===== src/rtl/mem_arbiter.sv =====
// Two-port memory arbiter: instruction fetch and data ports share one memory
// controller with round-robin priority. Optional macro: MEM_ARB_IBUF_EN.
module mem_arbiter #(
   parameter bit         D_FIRST      = 1'b1,
   parameter logic [2:0] IFETCH_BYTES = 3'd4
) (
   input  logic        clk,
   input  logic        rst,
   input  logic        i_req,
   input  logic [31:0] i_addr,
   output logic [31:0] i_data,
   output logic        i_done,
   input  logic        d_req,
   input  logic        d_is_write,
   input  logic [2:0]  d_num_bytes,
   input  logic [31:0] d_addr,
   input  logic [31:0] d_wdata,
   output logic [31:0] d_rdata,
   output logic        d_done,
   output logic        m_start_request,
   output logic        m_is_write,
   output logic        m_is_data_fetch,
   output logic [2:0]  m_num_bytes,
   output logic [31:0] m_target_address,
   output logic [31:0] m_write_value,
   input  logic [31:0] m_fetched_data,
   input  logic        m_request_done,
   output logic        busy
);

   typedef enum logic [1:0] {
      IDLE,
      GRANT_I,
      GRANT_D,
      WAIT_DROP
   } state_t;

   state_t      state_q;
   logic        prio_d_q;
   logic        owner_d_q;
   logic        ack_q;
   logic        m_start_q;
   logic        m_is_write_q;
   logic        m_is_data_q;
   logic [2:0]  m_num_bytes_q;
   logic [31:0] m_addr_q;
   logic [31:0] m_wval_q;
   logic [31:0] i_data_q;
   logic [31:0] d_rdata_q;
   logic        grant_i;
   logic        grant_d;
   logic        ib_hit;

`ifdef MEM_ARB_IBUF_EN
   logic        ib_valid_q;
   logic [31:0] ib_tag_q;
   logic [31:0] ib_word_q;

   assign ib_hit = ib_valid_q && (i_addr == ib_tag_q);

   // Instruction buffer: refilled by each fetch, invalidated by any store
   always_ff @(posedge clk) begin
      if (rst) begin
         ib_valid_q <= 1'b0;
         ib_tag_q   <= 32'd0;
         ib_word_q  <= 32'd0;
      end else if (m_request_done && state_q == GRANT_I) begin
         ib_valid_q <= 1'b1;
         ib_tag_q   <= m_addr_q;
         ib_word_q  <= m_fetched_data;
      end else if (m_request_done && state_q == GRANT_D && m_is_write_q) begin
         ib_valid_q <= 1'b0;
      end
   end
`else
   assign ib_hit = 1'b0;
`endif

   // Winner of an IDLE arbitration round; ties go to the priority holder
   always_comb begin
      grant_d = d_req && (!i_req || prio_d_q);
      grant_i = i_req && !grant_d;
   end

   // Arbiter FSM with registered memory-side controls
   always_ff @(posedge clk) begin
      if (rst) begin
         state_q       <= IDLE;
         prio_d_q      <= D_FIRST;
         owner_d_q     <= 1'b0;
         ack_q         <= 1'b0;
         m_start_q     <= 1'b0;
         m_is_write_q  <= 1'b0;
         m_is_data_q   <= 1'b0;
         m_num_bytes_q <= 3'd0;
         m_addr_q      <= 32'd0;
         m_wval_q      <= 32'd0;
         i_data_q      <= 32'd0;
         d_rdata_q     <= 32'd0;
      end else begin
         unique case (state_q)
            IDLE: begin
               if (grant_i && ib_hit) begin
`ifdef MEM_ARB_IBUF_EN
                  i_data_q  <= ib_word_q;
`endif
                  owner_d_q <= 1'b0;
                  ack_q     <= 1'b1;
                  state_q   <= WAIT_DROP;
               end else if (grant_i) begin
                  state_q       <= GRANT_I;
                  owner_d_q     <= 1'b0;
                  prio_d_q      <= 1'b1;
                  m_start_q     <= 1'b1;
                  m_is_write_q  <= 1'b0;
                  m_is_data_q   <= 1'b0;
                  m_num_bytes_q <= IFETCH_BYTES;
                  m_addr_q      <= i_addr;
                  m_wval_q      <= 32'd0;
               end else if (grant_d) begin
                  state_q       <= GRANT_D;
                  owner_d_q     <= 1'b1;
                  prio_d_q      <= 1'b0;
                  m_start_q     <= 1'b1;
                  m_is_write_q  <= d_is_write;
                  m_is_data_q   <= 1'b1;
                  m_num_bytes_q <= d_num_bytes;
                  m_addr_q      <= d_addr;
                  m_wval_q      <= d_wdata;
               end
            end
            GRANT_I: begin
               if (m_request_done) begin
                  m_start_q <= 1'b0;
                  i_data_q  <= m_fetched_data;
                  ack_q     <= i_req;
                  state_q   <= WAIT_DROP;
               end
            end
            GRANT_D: begin
               if (m_request_done) begin
                  m_start_q <= 1'b0;
                  if (!m_is_write_q) begin
                     d_rdata_q <= m_fetched_data;
                  end
                  ack_q   <= d_req;
                  state_q <= WAIT_DROP;
               end
            end
            WAIT_DROP: begin
               if (owner_d_q ? !d_req : !i_req) begin
                  ack_q   <= 1'b0;
                  state_q <= IDLE;
               end
            end
            default: state_q <= IDLE;
         endcase
      end
   end

   assign m_start_request  = m_start_q;
   assign m_is_write       = m_is_write_q;
   assign m_is_data_fetch  = m_is_data_q;
   assign m_num_bytes      = m_num_bytes_q;
   assign m_target_address = m_addr_q;
   assign m_write_value    = m_wval_q;
   assign i_data           = i_data_q;
   assign d_rdata          = d_rdata_q;
   assign busy             = (state_q != IDLE);
   assign i_done = (state_q == WAIT_DROP) && ack_q && !owner_d_q && i_req;
   assign d_done = (state_q == WAIT_DROP) && ack_q && owner_d_q && d_req;

endmodule


===== config.mk =====
export PLATFORM = sky130hd
export DESIGN_NAME = mem_arbiter
export DESIGN_NICKNAME = d
export VERILOG_FILES = /design/src/rtl/mem_arbiter.sv
export SDC_FILE = /design/constraint.sdc
export NUM_CORES = 1
export LEC_CHECK = 0
export ABC_AREA = 0
export BUFFER_PORTS_ARGS = -buffer_cell sky130_fd_sc_hd__buf_4
export CORE_ASPECT_RATIO = 1.2
export CORE_UTILIZATION = 35
export DETAILED_ROUTE_END_ITERATION = 8
export GPL_TIMING_DRIVEN = 0
export HOLD_SLACK_MARGIN = 0.02
export PLACE_DENSITY = 0.75
export SLEW_MARGIN = 40
export SYNTH_ARGS = -nofsm -noshare
export SYNTH_HDL_FRONTEND = slang
export SYNTH_SLANG_ARGS = --single-unit

===== constraint.sdc =====
create_clock -name clk -period 2.11 [get_ports clk]
set_input_delay 0.1055 -clock clk [delete_from_list [all_inputs] [get_ports clk]]
set_output_delay 0.1055 -clock clk [all_outputs]
set_load 0.05 [all_outputs]

* Yosys cells after proc, flatten, opt, wreduce, memory -nomap -nowiden
Index checks and enable logic that the tools add are counted.
** Operators by class
- Reduce and logical (&&, ||, !) cells :: 23
- Equality and inequality tests :: 8
- Bitwise gates (word level) :: 2
- Mux-type cells :: 25
** Operator list (count)
- $mux 32 :: 4
- $mux 1 :: 12
- $reduce_and 3->1 :: 3
- $mux 2 :: 4
- $logic_and 1x1->1 :: 7
- $mux 3 :: 2
- $ne 2x2->1 const B :: 3
- $pmux 2 s3 :: 1
- $reduce_bool 2->1 :: 3
- $eq 2x2->1 const B :: 2
- $logic_not 1->1 :: 4
- $reduce_and 2->1 :: 2
- $reduce_and 4->1 :: 1
- $ne 3x3->1 const B :: 1
- $pmux 1 s3 :: 1
- $eq 2x1->1 const B :: 1
- $logic_not 2->1 :: 1
- $ne 2x1->1 const B :: 1
- $not 1->1 :: 2
- $pmux 1 s2 :: 1
- $reduce_or 2->1 :: 1
- $logic_or 1x1->1 :: 1
** Storage, ports and cells
- Logic and storage cells :: 69
- Flip-flop bits (word level) :: 138
- Bits of input ports :: 137

* Longest topological paths before layout
- Depth after elaboration :: 7
- Depth in mapped cells :: 8
- Depth with buffers taken out :: 6

* Worst setup path before layout
Ideal clock, no wire load.
- Path kind :: register -> register
- Start :: register, netlist name m_is_data_fetch
- End :: register state_q[1]
- Path slack :: 339 ps
- Data arrival time :: 1644 ps
- Stages on the path, launching flop included :: 5
- Data required time :: 1982 ps
- Library setup time :: 128 ps
- Cells stage by stage :: dfxtp_1 -> mux2_4 -> a222oi_1 -> mux2i_1 -> nor2_1
** RTL lines
- end signal: assignment :: line 88 : state_q <= IDLE;
- end signal: assignment :: line 109 : state_q <= WAIT_DROP;
- end signal: assignment :: line 111 : state_q <= GRANT_I;
- end: declaration :: line 38 : state_t state_q;

* Final worst setup path
- Start :: register state_q[0]
- End :: register m_addr_q[30], in the netlist m_target_address[30]
** Between the ends
- Word-level cells in the longest chain between the ends :: 2
** Ends and longest elaborated chain
- $logic_not 2->1 :: line 101 : unique case (state_q)
- $reduce_and 2->1 (no line)
- end signal: assignment :: line 118 : m_addr_q <= i_addr;
- end signal: assignment :: line 128 : m_addr_q <= d_addr;
- end: declaration :: line 46 : logic [31:0] m_addr_q;
Every way passes these cells.
A chain may end at the register's enable or synchronous reset.

==> impl_metrics.yaml <==
run_status:
  status: "finished, final reports clean"
clock_network:
  numCtsBuffers: 17
  clk_pin_slew_worst_paths_ps: 60
  htree_levels: 4
  tritoncts: "done"
  cts_root_buf: "clkbuf_16"
  cts_buffer_depth: 2
  clock_latency_ps: 410
  clock-sinks: 138
pwr:
  ir_drop_mv: 0.663
  powerDensity_mw_per_mm2: 1300
  switching_share_pct: 41.9
  combPwrFrac_pct: 42.5
  p_int_mw: 6.60
  clockPowerShare_pct: 26.9
  p_switching_mw: 4.76
  seqPwrFrac_pct: 30.6
  p_leak_nw: 3.89
timing:
  tns_ps: 0
  rsz0062_at_grt: "no"
  final-setup-viol-count: 0
  hold_viol: 0
  slew_viol_final: 0
  fin_crit_ps: 1910
  setup_slack_ps: 199
  hold_slack_ps: 39.0
  slew_headroom_pct: 60.2
  max_clock_freq_mhz: 523
  fin_crit_sh_pct: 90.6
  skew_ps: 5.80
  worstMarginPinSlew_ps: 597
floorplan:
  initial_core_util_pct: 36.0
  fp.dieW_um: 113
  die_h_um: 135
  fp-row-count: 48
  ios: 274
  die-area_mm2: 0.0153
  coreArea_mm2: 0.0144
final_layout:
  layout-drive-gt1-share_pct: 33.9
  post-route-util_pct: 60.7
  regArea_mm2: 0.00276
  n_fill_cell: 1230
  final_cell_mix: "272 x buf_4, 138 x dfxtp_1, 132 x nand2_1, 76 x nor2_1, 68 x dlygate4sd3_1"
  final_common_cell: "buf_4"
  nets: 1093
  multiInputGateArea_mm2: 0.00219
  syn_to_final_growth_pct: 68.6
detailed_routing:
  drt_iter0_markers: 309
  wirelength_mm: 17.1
  antenna_left: 0
  vias_per_cell: 4.82
  wl_per_cell_um: 15.0
  dr.pass1.iters: 4
  detailroute.via_count: 5494
  drcViolationCount: 0
global_routing:
  grt_pass1_wl_mm: 26.6
  grt_util_all_layers_pct: 22.3
  overflow: 0
  use_met2_pct: 39.4
  grt_max_degree: 17
  use_met1_pct: 24.9
  grt-busiest-layer: "met2"
  grt_pass1_vias: 5400
  antenna_found_initial: 0
  use_met3_pct: 6.62
setup_path:
  crit_arrival_ps: 2230
  required_ps: 2430
  start_kind: "register"
  endpoint_kind: "register"
  crit_fanout: 10
  crit_type: "register to register"
synthesis:
  yosys.cell_types.count: 28
  synth_area_mm2: 0.00519
  syn_inst: 591
  synth_top_area_cell: "dfxtp_1"
  synth_top_cell_area_share_pct: 53.2
  synth_area_per_cell_um2: 8.78
  ys_ff_latch: 138
  synth_area_leaders: "dfxtp_1 53%, nand2_1 9.5%, mux2i_1 6.6%, a21oi_1 6.5%, nor2_1 5.5%"
  synth_nets: 734
  ys_seq_area_share_pct: 53.2
  yosysWarnings: 0
min_path:
  worstHoldPathType: "input port to register"
placement:
  dp_hpwl_mm: 11.9
  pre_cts_ws_ps: 230
  finalWeightedCongestion: 0.760
  io_buffers: 272
flow_run:
  cap_viol_max_count: 0
[cells in the mapped netlist, drive strengths merged]
library cell,instances
o21a,2
a221oi,1
o21ai,1
nand2,132
a22oi,35
mux2i,34
dfxtp,138
and4,1
nor2,77
nor3,2
a2bb2oi,1
a222oi,1
nor3b,1
and4b,1
a21o,1
a211oi,34
ha,6
and2,1
clkbuf,32
a21boi,1
buf,15
mux2,1
or2,2
inv,4
a21oi,67
[repair_timing]
action	in CTS	in global routing
gates resized for setup	0	4
hold endpoints to repair	100	0
endpoints found under the setup margin	0	6
setup buffers	0	0
hold buffers	68	0
[registers in the layout, summed over array words and instances (netlist names), 2 cells and up]
name              cells
d_rdata              32
m_target_address     32
i_data               32
m_num_bytes           3
m_write_value        32
state_q               2
[critical path: stages, from the launching register on]
cell and delay [ps]:
dfxtp_1 340, inv_1 140, ha_1 320, o21a_1 230, clkbuf_1 490, nor2_1 90, a211oi_1 210
[path summary, 6_finish.rpt]
kind         slack (ps)  depth (start not counted)       start              endpoint
max                 200                          6  state_q[0]  m_target_address[30]
min                  40                          3   d_addr[7]   m_target_address[7]
max reg2reg         200                          6  state_q[0]  m_target_address[30]
min reg2reg         450                          2  i_data[11]            i_data[11]
[per-layer routing]
metal | part of all wire, % | vias to the layer above
li1 | - | 2745
met1 | 41 | 2491
met2 | 50 | 227
met3 | 6.5 | 31
met4 | 2.6 | 0
met5 | 0 | -
[cell type report]
type	count	area share (%)
flip-flops and latches	138	31.6
repair buffers	340	31.1
multi-input cells	402	25.1
clock buffers	18	5.02
plain buffers	47	2.53
well taps	175	2.50
clock inverters	14	1.97
inverters	4	0.172
diodes	1	0.0286
[power groups by stage]
stage	sequential, mW	combinational, mW	clock [mW]
2_1_floorplan	5.28	1.44	0
3_3_place_gp	3.50	4.69	0
3_5_place_dp	3.51	4.72	0
4_1_cts	3.47	4.83	3.11
5_1_grt	3.54	5.12	3.22
6_report	3.48	4.83	3.06
[kinds of logic after synthesis]
| family | count (synthesis) | synth area share (%) |
|---|---|---|
| muxes | 35 | 6.85 |
| and+or+nand+nor | 217 | 16.2 |
| adders and majority gates | 6 | 1.45 |
| DFF | 138 | 53.2 |
| buffers and inverters | 51 | 4.51 |
| AOI/OAI and AO/OA | 144 | 17.7 |
[through the flow]
| step | cells | total power, mW | area, um^2 |
|---|---|---|---|
| after floorplan | 591 | 6.72 | 5190 |
| after global placement | 1038 | 8.18 | 7450 |
| after detailed placement | 1038 | 8.23 | 7450 |
| after CTS | 1138 | 11.4 | 8740 |
| after global routing | 1138 | 11.9 | 8750 |
| final | 1139 | 11.4 | 8750 |
Note: power is estimated with default switching activity, not from simulation.
